$ cat src/rtl/proc_io_pkg.sv
// Shared constants for the processor memory/IO stage: region codes and timer register offsets.
package proc_io_pkg;

  localparam logic [3:0] REG_RAM = 4'h0;
  localparam logic [3:0] REG_LED = 4'h1;
  localparam logic [3:0] REG_HEX = 4'h2;
  localparam logic [3:0] REG_TMR = 4'h3;

  localparam logic TMR_COUNT  = 1'b0;
  localparam logic TMR_STATUS = 1'b1;

endpackage

$ cat src/rtl/io_timer.sv
// Programmable delay timer: a prescaler paces COUNT down to zero, then the sticky done flag is set.
module io_timer #(
  parameter int unsigned TIMER_PRESC = 50000
) (
  input  logic        clk_i,
  input  logic        rst_ni,
  input  logic        count_we_i,
  input  logic        status_we_i,
  input  logic [15:0] wdata_i,
  output logic [15:0] count_o,
  output logic        done_o
);

  localparam int unsigned PW = (TIMER_PRESC > 1) ? $clog2(TIMER_PRESC) : 1;
  localparam logic [PW-1:0] Reload = PW'(TIMER_PRESC - 1);

  logic [15:0]   count_q, count_d;
  logic [PW-1:0] presc_q, presc_d;
  logic          done_q, done_d;
  logic          expire;

  always_comb begin
    count_d = count_q;
    presc_d = presc_q;
    done_d  = done_q;
    expire  = 1'b0;
    // COUNT == 0 is the idle state; nothing moves until a non-zero load.
    if (count_q != 16'd0) begin
      if (presc_q == '0) begin
        presc_d = Reload;
        count_d = count_q - 16'd1;
        expire  = (count_q == 16'd1);
      end else begin
        presc_d = presc_q - PW'(1);
      end
    end
    if (status_we_i) done_d = 1'b0;
    if (expire)      done_d = 1'b1;
    // A load overrides an expiry on the same edge and leaves done untouched.
    if (count_we_i) begin
      count_d = wdata_i;
      presc_d = Reload;
      done_d  = done_q;
    end
  end

  always_ff @(posedge clk_i) begin
    if (!rst_ni) begin
      count_q <= '0;
      presc_q <= '0;
      done_q  <= 1'b0;
    end else begin
      count_q <= count_d;
      presc_q <= presc_d;
      done_q  <= done_d;
    end
  end

  assign count_o = count_q;
  assign done_o  = done_q;

endmodule

$ cat src/rtl/proc_mem_io.sv
// Memory/IO stage of the 16-bit multicycle processor: RAM, LED and HEX registers, delay timer,
// and a registered read-before-write DIN mux.
module proc_mem_io
  import proc_io_pkg::*;
#(
  parameter int unsigned RAM_AW      = 7,
  parameter int unsigned TIMER_PRESC = 50000
) (
  input  logic        Clock,
  input  logic        Resetn,
  input  logic [15:0] ADDR,
  input  logic [15:0] DOUT,
  input  logic        W,
  output logic [15:0] DIN,
  output logic [8:0]  LEDR,
  output logic [6:0]  HEX0,
  output logic [6:0]  HEX1,
  output logic [6:0]  HEX2,
  output logic [6:0]  HEX3,
  output logic        TMR_IRQ
);

  logic [3:0]       region;
  logic             we_ram, we_led, we_hex, we_cnt, we_sts;
  logic [15:0]      ram_q [2**RAM_AW];
  logic [8:0]       led_q;
  logic [3:0][6:0]  hex_q;
  logic [15:0]      din_q, rdata;
  logic [15:0]      tmr_count;
  logic             tmr_done;
  logic             unused_addr;

  assign region      = ADDR[15:12];
  assign unused_addr = ^ADDR;
  assign we_ram      = W && (region == REG_RAM);
  assign we_led      = W && (region == REG_LED);
  assign we_hex      = W && (region == REG_HEX);
  assign we_cnt      = W && (region == REG_TMR) && (ADDR[0] == TMR_COUNT);
  assign we_sts      = W && (region == REG_TMR) && (ADDR[0] == TMR_STATUS);

  io_timer #(
    .TIMER_PRESC(TIMER_PRESC)
  ) u_timer (
    .clk_i      (Clock),
    .rst_ni     (Resetn),
    .count_we_i (we_cnt),
    .status_we_i(we_sts),
    .wdata_i    (DOUT),
    .count_o    (tmr_count),
    .done_o     (tmr_done)
  );

  // RAM is deliberately left out of reset.
  always_ff @(posedge Clock) begin
    if (we_ram) ram_q[ADDR[RAM_AW-1:0]] <= DOUT;
  end

  always_comb begin
    rdata = 16'h0000;
    case (region)
      REG_RAM: rdata = ram_q[ADDR[RAM_AW-1:0]];
      REG_LED: rdata = {7'b0, led_q};
      REG_HEX: rdata = {9'b0, hex_q[ADDR[1:0]]};
      REG_TMR: rdata = (ADDR[0] == TMR_STATUS) ? {15'b0, tmr_done} : tmr_count;
      default: rdata = 16'h0000;
    endcase
  end

  always_ff @(posedge Clock) begin
    if (!Resetn) begin
      din_q <= '0;
      led_q <= '0;
      hex_q <= '0;
    end else begin
      din_q <= rdata;
      if (we_led) led_q <= DOUT[8:0];
      if (we_hex) hex_q[ADDR[1:0]] <= DOUT[6:0];
    end
  end

  assign DIN     = din_q;
  assign LEDR    = led_q;
  assign HEX0    = hex_q[0];
  assign HEX1    = hex_q[1];
  assign HEX2    = hex_q[2];
  assign HEX3    = hex_q[3];
  assign TMR_IRQ = tmr_done;

endmodule

$ cat config.mk
export PLATFORM = sky130hd
export DESIGN_NAME = proc_mem_io
export DESIGN_NICKNAME = d
export VERILOG_FILES = /design/src/rtl/proc_io_pkg.sv /design/src/rtl/io_timer.sv /design/src/rtl/proc_mem_io.sv
export SDC_FILE = /design/constraint.sdc
export NUM_CORES = 2
export LEC_CHECK = 0
export BUFFER_PORTS_ARGS = -buffer_cell sky130_fd_sc_hd__clkbuf_2
export CORE_MARGIN = 2
export CORE_UTILIZATION = 30
export DETAILED_ROUTE_END_ITERATION = 8
export PLACE_DENSITY_LB_ADDON = 0.08
export SLEW_MARGIN = 20
export SYNTH_ARGS = -nofsm -noshare
export SYNTH_HDL_FRONTEND = slang
export SYNTH_SLANG_ARGS = --single-unit
$ cat constraint.sdc
create_clock -name Clock -period 3.87 [get_ports Clock]
set_input_delay 0.774 -clock Clock [delete_from_list [all_inputs] [get_ports Clock]]
set_output_delay 0.774 -clock Clock [all_outputs]
set_load 0.01 [all_outputs]
==> key figures <==
Pwr
  – Net Sw Power: 12720 uW
  – PwrDens: 515.8 mW/mm^2
  – Sequential share of power: 0.486
  – Clock power share: 0.419
  – Combinational Power Share: 0.095
  – Leakage: 0.03311 uW
  – Cell internal pwr: 39850 uW
  – Worst vdd ir: 0.3521 mV
  – Switching Fraction: 0.2420

Timing
  – Max Fclk: 291.7 MHz
  – Tmin final: 3.428 ns
  – Unrepaired setup endpoints after global routing: no
  – Final Max Tran Viols: 0
  – Final Setup Violations: 0
  – Final clock skew: 0.03231 ns
  – Max_slew headroom: 0.2783
  – Fin crit share: 0.8859
  – Min Hold Slack: 0.1933 ns
  – Hold Fails Final Rpt: 0
  – Worst-Margin Slew: 1.075 ns

Critical path
  – Crit path kind: in -> reg
  – Data arrival, critical path: 4.19 ns
  – Reg2Reg Setup Slack: 0.99 ns
  – Data required, critical path: 4.63 ns
  – Crit. End Element: register
  – Worst path top cell family by delay: buffers and inverters
  – Startpoint Class: primary input
  – Reg2Reg Launch Point: ram_q[52][7]
  – Reg2reg end: DIN[7]
  – CP max stage cell: o41ai_1
  – CP Max Fanout: 19
  – Cell mode on critical path: buf_4
  – Reg2reg path depth: 8
  – Max incr delay on CP: 0.84 ns
  – CP bufs+invs: 5
  – Critical-path cell list: buf_8 > buf_12 > buf_4 > mux4_2 > o22a_1 > o41ai_1 > buf_4 > and4_1 > buf_4 > o22ai_1

Global routing
  – First-pass GRT wire length: 406300 microns
  – Initial antenna violation count: 20
  – Total Routing Usage GR: 0.2029
  – Most Crowded Layer GR: met2
  – Vias in the first global route: 47350
  – Met1 Use GR: 0.3070
  – Met3 GRT Util: 0.02528
  – M2 GR Usage: 0.3116
  – Largest net degree at the start of global routing: 88
  – GRT Residual Overflow: 0

Clock tree
  – Cts hold-fix bufs: 0
  – CTS root buf: clkbuf_16
  – CTS buffer count: 243
  – CTS max path bufs: 4
  – CTS tree: built
  – Clock Sinks: 2134
  – Worst-Skew Late Latency: 0.90 ns
  – H-tree depth: 4
  – Reg clk slew, reported paths: 0.06 ns
  – Postcts setup bufs: 0
  – Cts repair resizes: 0

Detailed routing
  – TritonRoute pass-1 iters: 6
  – Via count: 47760
  – Vias/cell: 5.175
  – Antenna Nets Post-Route: 0
  – Routed WL per cell: 31.89 microns
  – WL final: 294300 microns
  – Initial DRC count: 4342
  – DRC viols: 0

Floorplanning
  – Chip width: 533.4 microns
  – FP Rows: 194
  – Area of the core: 0.2791 sq mm
  – I/O pin cnt: 89
  – DIE HEIGHT: 533.4 microns
  – Full die area: 0.2846 sq mm
  – Initial Utilization: 0.3013

Placement
  – Buffers on Ports: 83
  – DP HPWL: 187500 microns
  – Placed cell areas: 0.09447 sq mm
  – Placed insts: 8780
  – Routability cong.: 0.8072

Logic synthesis
  – Cell Area, Synth: 0.08409 sq mm
  – Asr flop ratio synth: 0
  – Distinct cells, synth: 74
  – Top_reg_cell synth: edfxtp_1
  – EDFF count, synth: 2048
  – Cells after Synth: 4653
  – YS warnings: 0
  – Synth Register Bits: 2134
  – Avg Cell Area, Syn: 18.07 sq um
  – Syn_nets: 4693
  – Seq/Total Area, Yosys: 0.7518

Worst hold path
  – Hold Crit Class: in -> reg
  – Beginning of the worst hold path: W
  – Hold Path Depth: 3
  – Worst Hold End: LEDR[8]

Layout
  – Final nets: 5341
  – Finished layout cell area: 0.1019 sq mm
  – Area growth from synthesis to final layout: 21.19%
  – Share of cells above drive strength 1: 0.2686
  – Final std cells w/o fill: 9229

Job
  – Maxcap violations: 0

Status
  – Status: finished clean
==> synth_stat cells, drive strengths merged (17+ instances only) <==
cell     number  area, sq um
nand3b       86        645.6
a2bb2oi      18        157.7
dfxtp        86         1722
a222oi       19        190.2
o22a         34        297.8
a31o         19        166.4
mux2i       214         2142
a22oi        55        417.9
o41ai        17        148.9
o21ai        95        479.2
a41oi        39        341.6
nand3       108        540.5
buf         184         1066
o2bb2ai     201         1760
nand2        62        232.7
mux4        263         5923
edfxtp     2048        61500
o22ai       140        875.8
and3b        72        630.6
a21oi       245         1226
clkbuf      141        529.3
nor2        275         1032
mux2         71        810.8
==> worst max-delay path by stage <==
stage / start / to / slack [ns] / cells after the start
floorplan: ADDR[0] / ram_q[99][0] / 0.45 / 9
global route: ADDR[0] / DIN[5] / 0.40 / 11
CTS: ADDR[0] / DIN[7] / 0.57 / 10
global placement: ADDR[0] / DIN[5] / -0.41 / 11
finish: ADDR[0] / DIN[7] / 0.44 / 10
detailed placement: ADDR[0] / DIN[7] / -0.42 / 10
==> power groups by stage <==
stage	logic, uW	registers, uW	clock network [uW]
finish	4990	25600	22000
global route	6180	25700	23400
CTS	5730	25600	22600
detailed placement	5700	26100	0
global placement	4780	26000	0
floorplan	2630	26000	0
==> worst min-delay path, delay by kind of cell <==
family | cells | cell delay, ns
buffers and inverters | 1 | 0.13
and+or+nand+nor | 1 | 0.09
AOI/OAI and AO/OA | 1 | 0.05
==> sequential cells by signal, indices dropped and copies added (netlist names) <==
name	flops
ram_q	2048
HEX1	7
DIN	16
HEX0	7
u_timer.count_o	16
LEDR	9
HEX2	7
HEX3	7
u_timer.presc_q	16
u_timer.done_o	1
==> metal layers <==
layer / vias up / part of all wire / wire length [microns]
met1: 25830 / 0.49 / 142900
met2: 1169 / 0.45 / 133200
li1: 20450 / - / -
met4: 0 / 0.018 / 5308
met3: 306 / 0.044 / 12820
met5: - / 0 / 0
==> final cells by class <==
cell class | instances | area, sq um
clock inverters | 142 | 1076
flip-flops and latches | 2134 | 63220
well taps | 3724 | 4659
repair buffers | 728 | 7064
multi-input cells | 2186 | 19500
clock buffers | 298 | 6330
diodes | 9 | 22.52
inverters | 8 | 37.54
fillers | 26180 | 177200
==> placed cells by master (no fill, tap or decap), types with 47 or more instances in the layout <==
master and count:
clkbuf_2 64, mux2i_1 214, nor2_1 233, nand3b_1 86, nand2_1 55, dfxtp_1 86
mux2_2 65, o21ai_0 91, o2bb2ai_1 201, edfxtp_1 2048, clkinv_2 47, buf_12 134
mux4_2 263, clkbuf_16 245, buf_4 511, a22oi_1 54, and3b_1 72, a21oi_1 245
clkinv_1 71, clkbuf_1 53, o22ai_1 140, nand3_1 106
==> through the flow <==
stage	power (uW)	setup slack, ns	util	setup TNS (ns)
3_5_place_dp	31820	-0.4209	0.3384	-6.818
3_3_place_gp	30800	-0.4059	0.3384	-7.127
4_1_cts	53970	0.5652	0.3650	0
5_1_grt	55260	0.4036	0.3650	0
2_1_floorplan	28620	0.4547	-	0
6_report	52570	0.4417	0.3651	0
==> cells by family (layout without fill, tap and decap cells) <==
| group | Yosys count | in the layout | share of synthesized area |
|---|---|---|---|
| muxes | 548 | 548 | 0.1056 |
| adders and majority gates | 5 | 5 | 0.0007439 |
| buffers and inverters | 333 | 1176 | 0.01933 |
| AOI/OAI and AO/OA | 922 | 922 | 0.07615 |
| other | 0 | 9 | 0 |
| and+or+nand+nor | 695 | 695 | 0.04476 |
| DFF | 2134 | 2134 | 0.7518 |
| xor gates and xnor gates | 16 | 16 | 0.001667 |
Power figures use the tool's default switching activity.
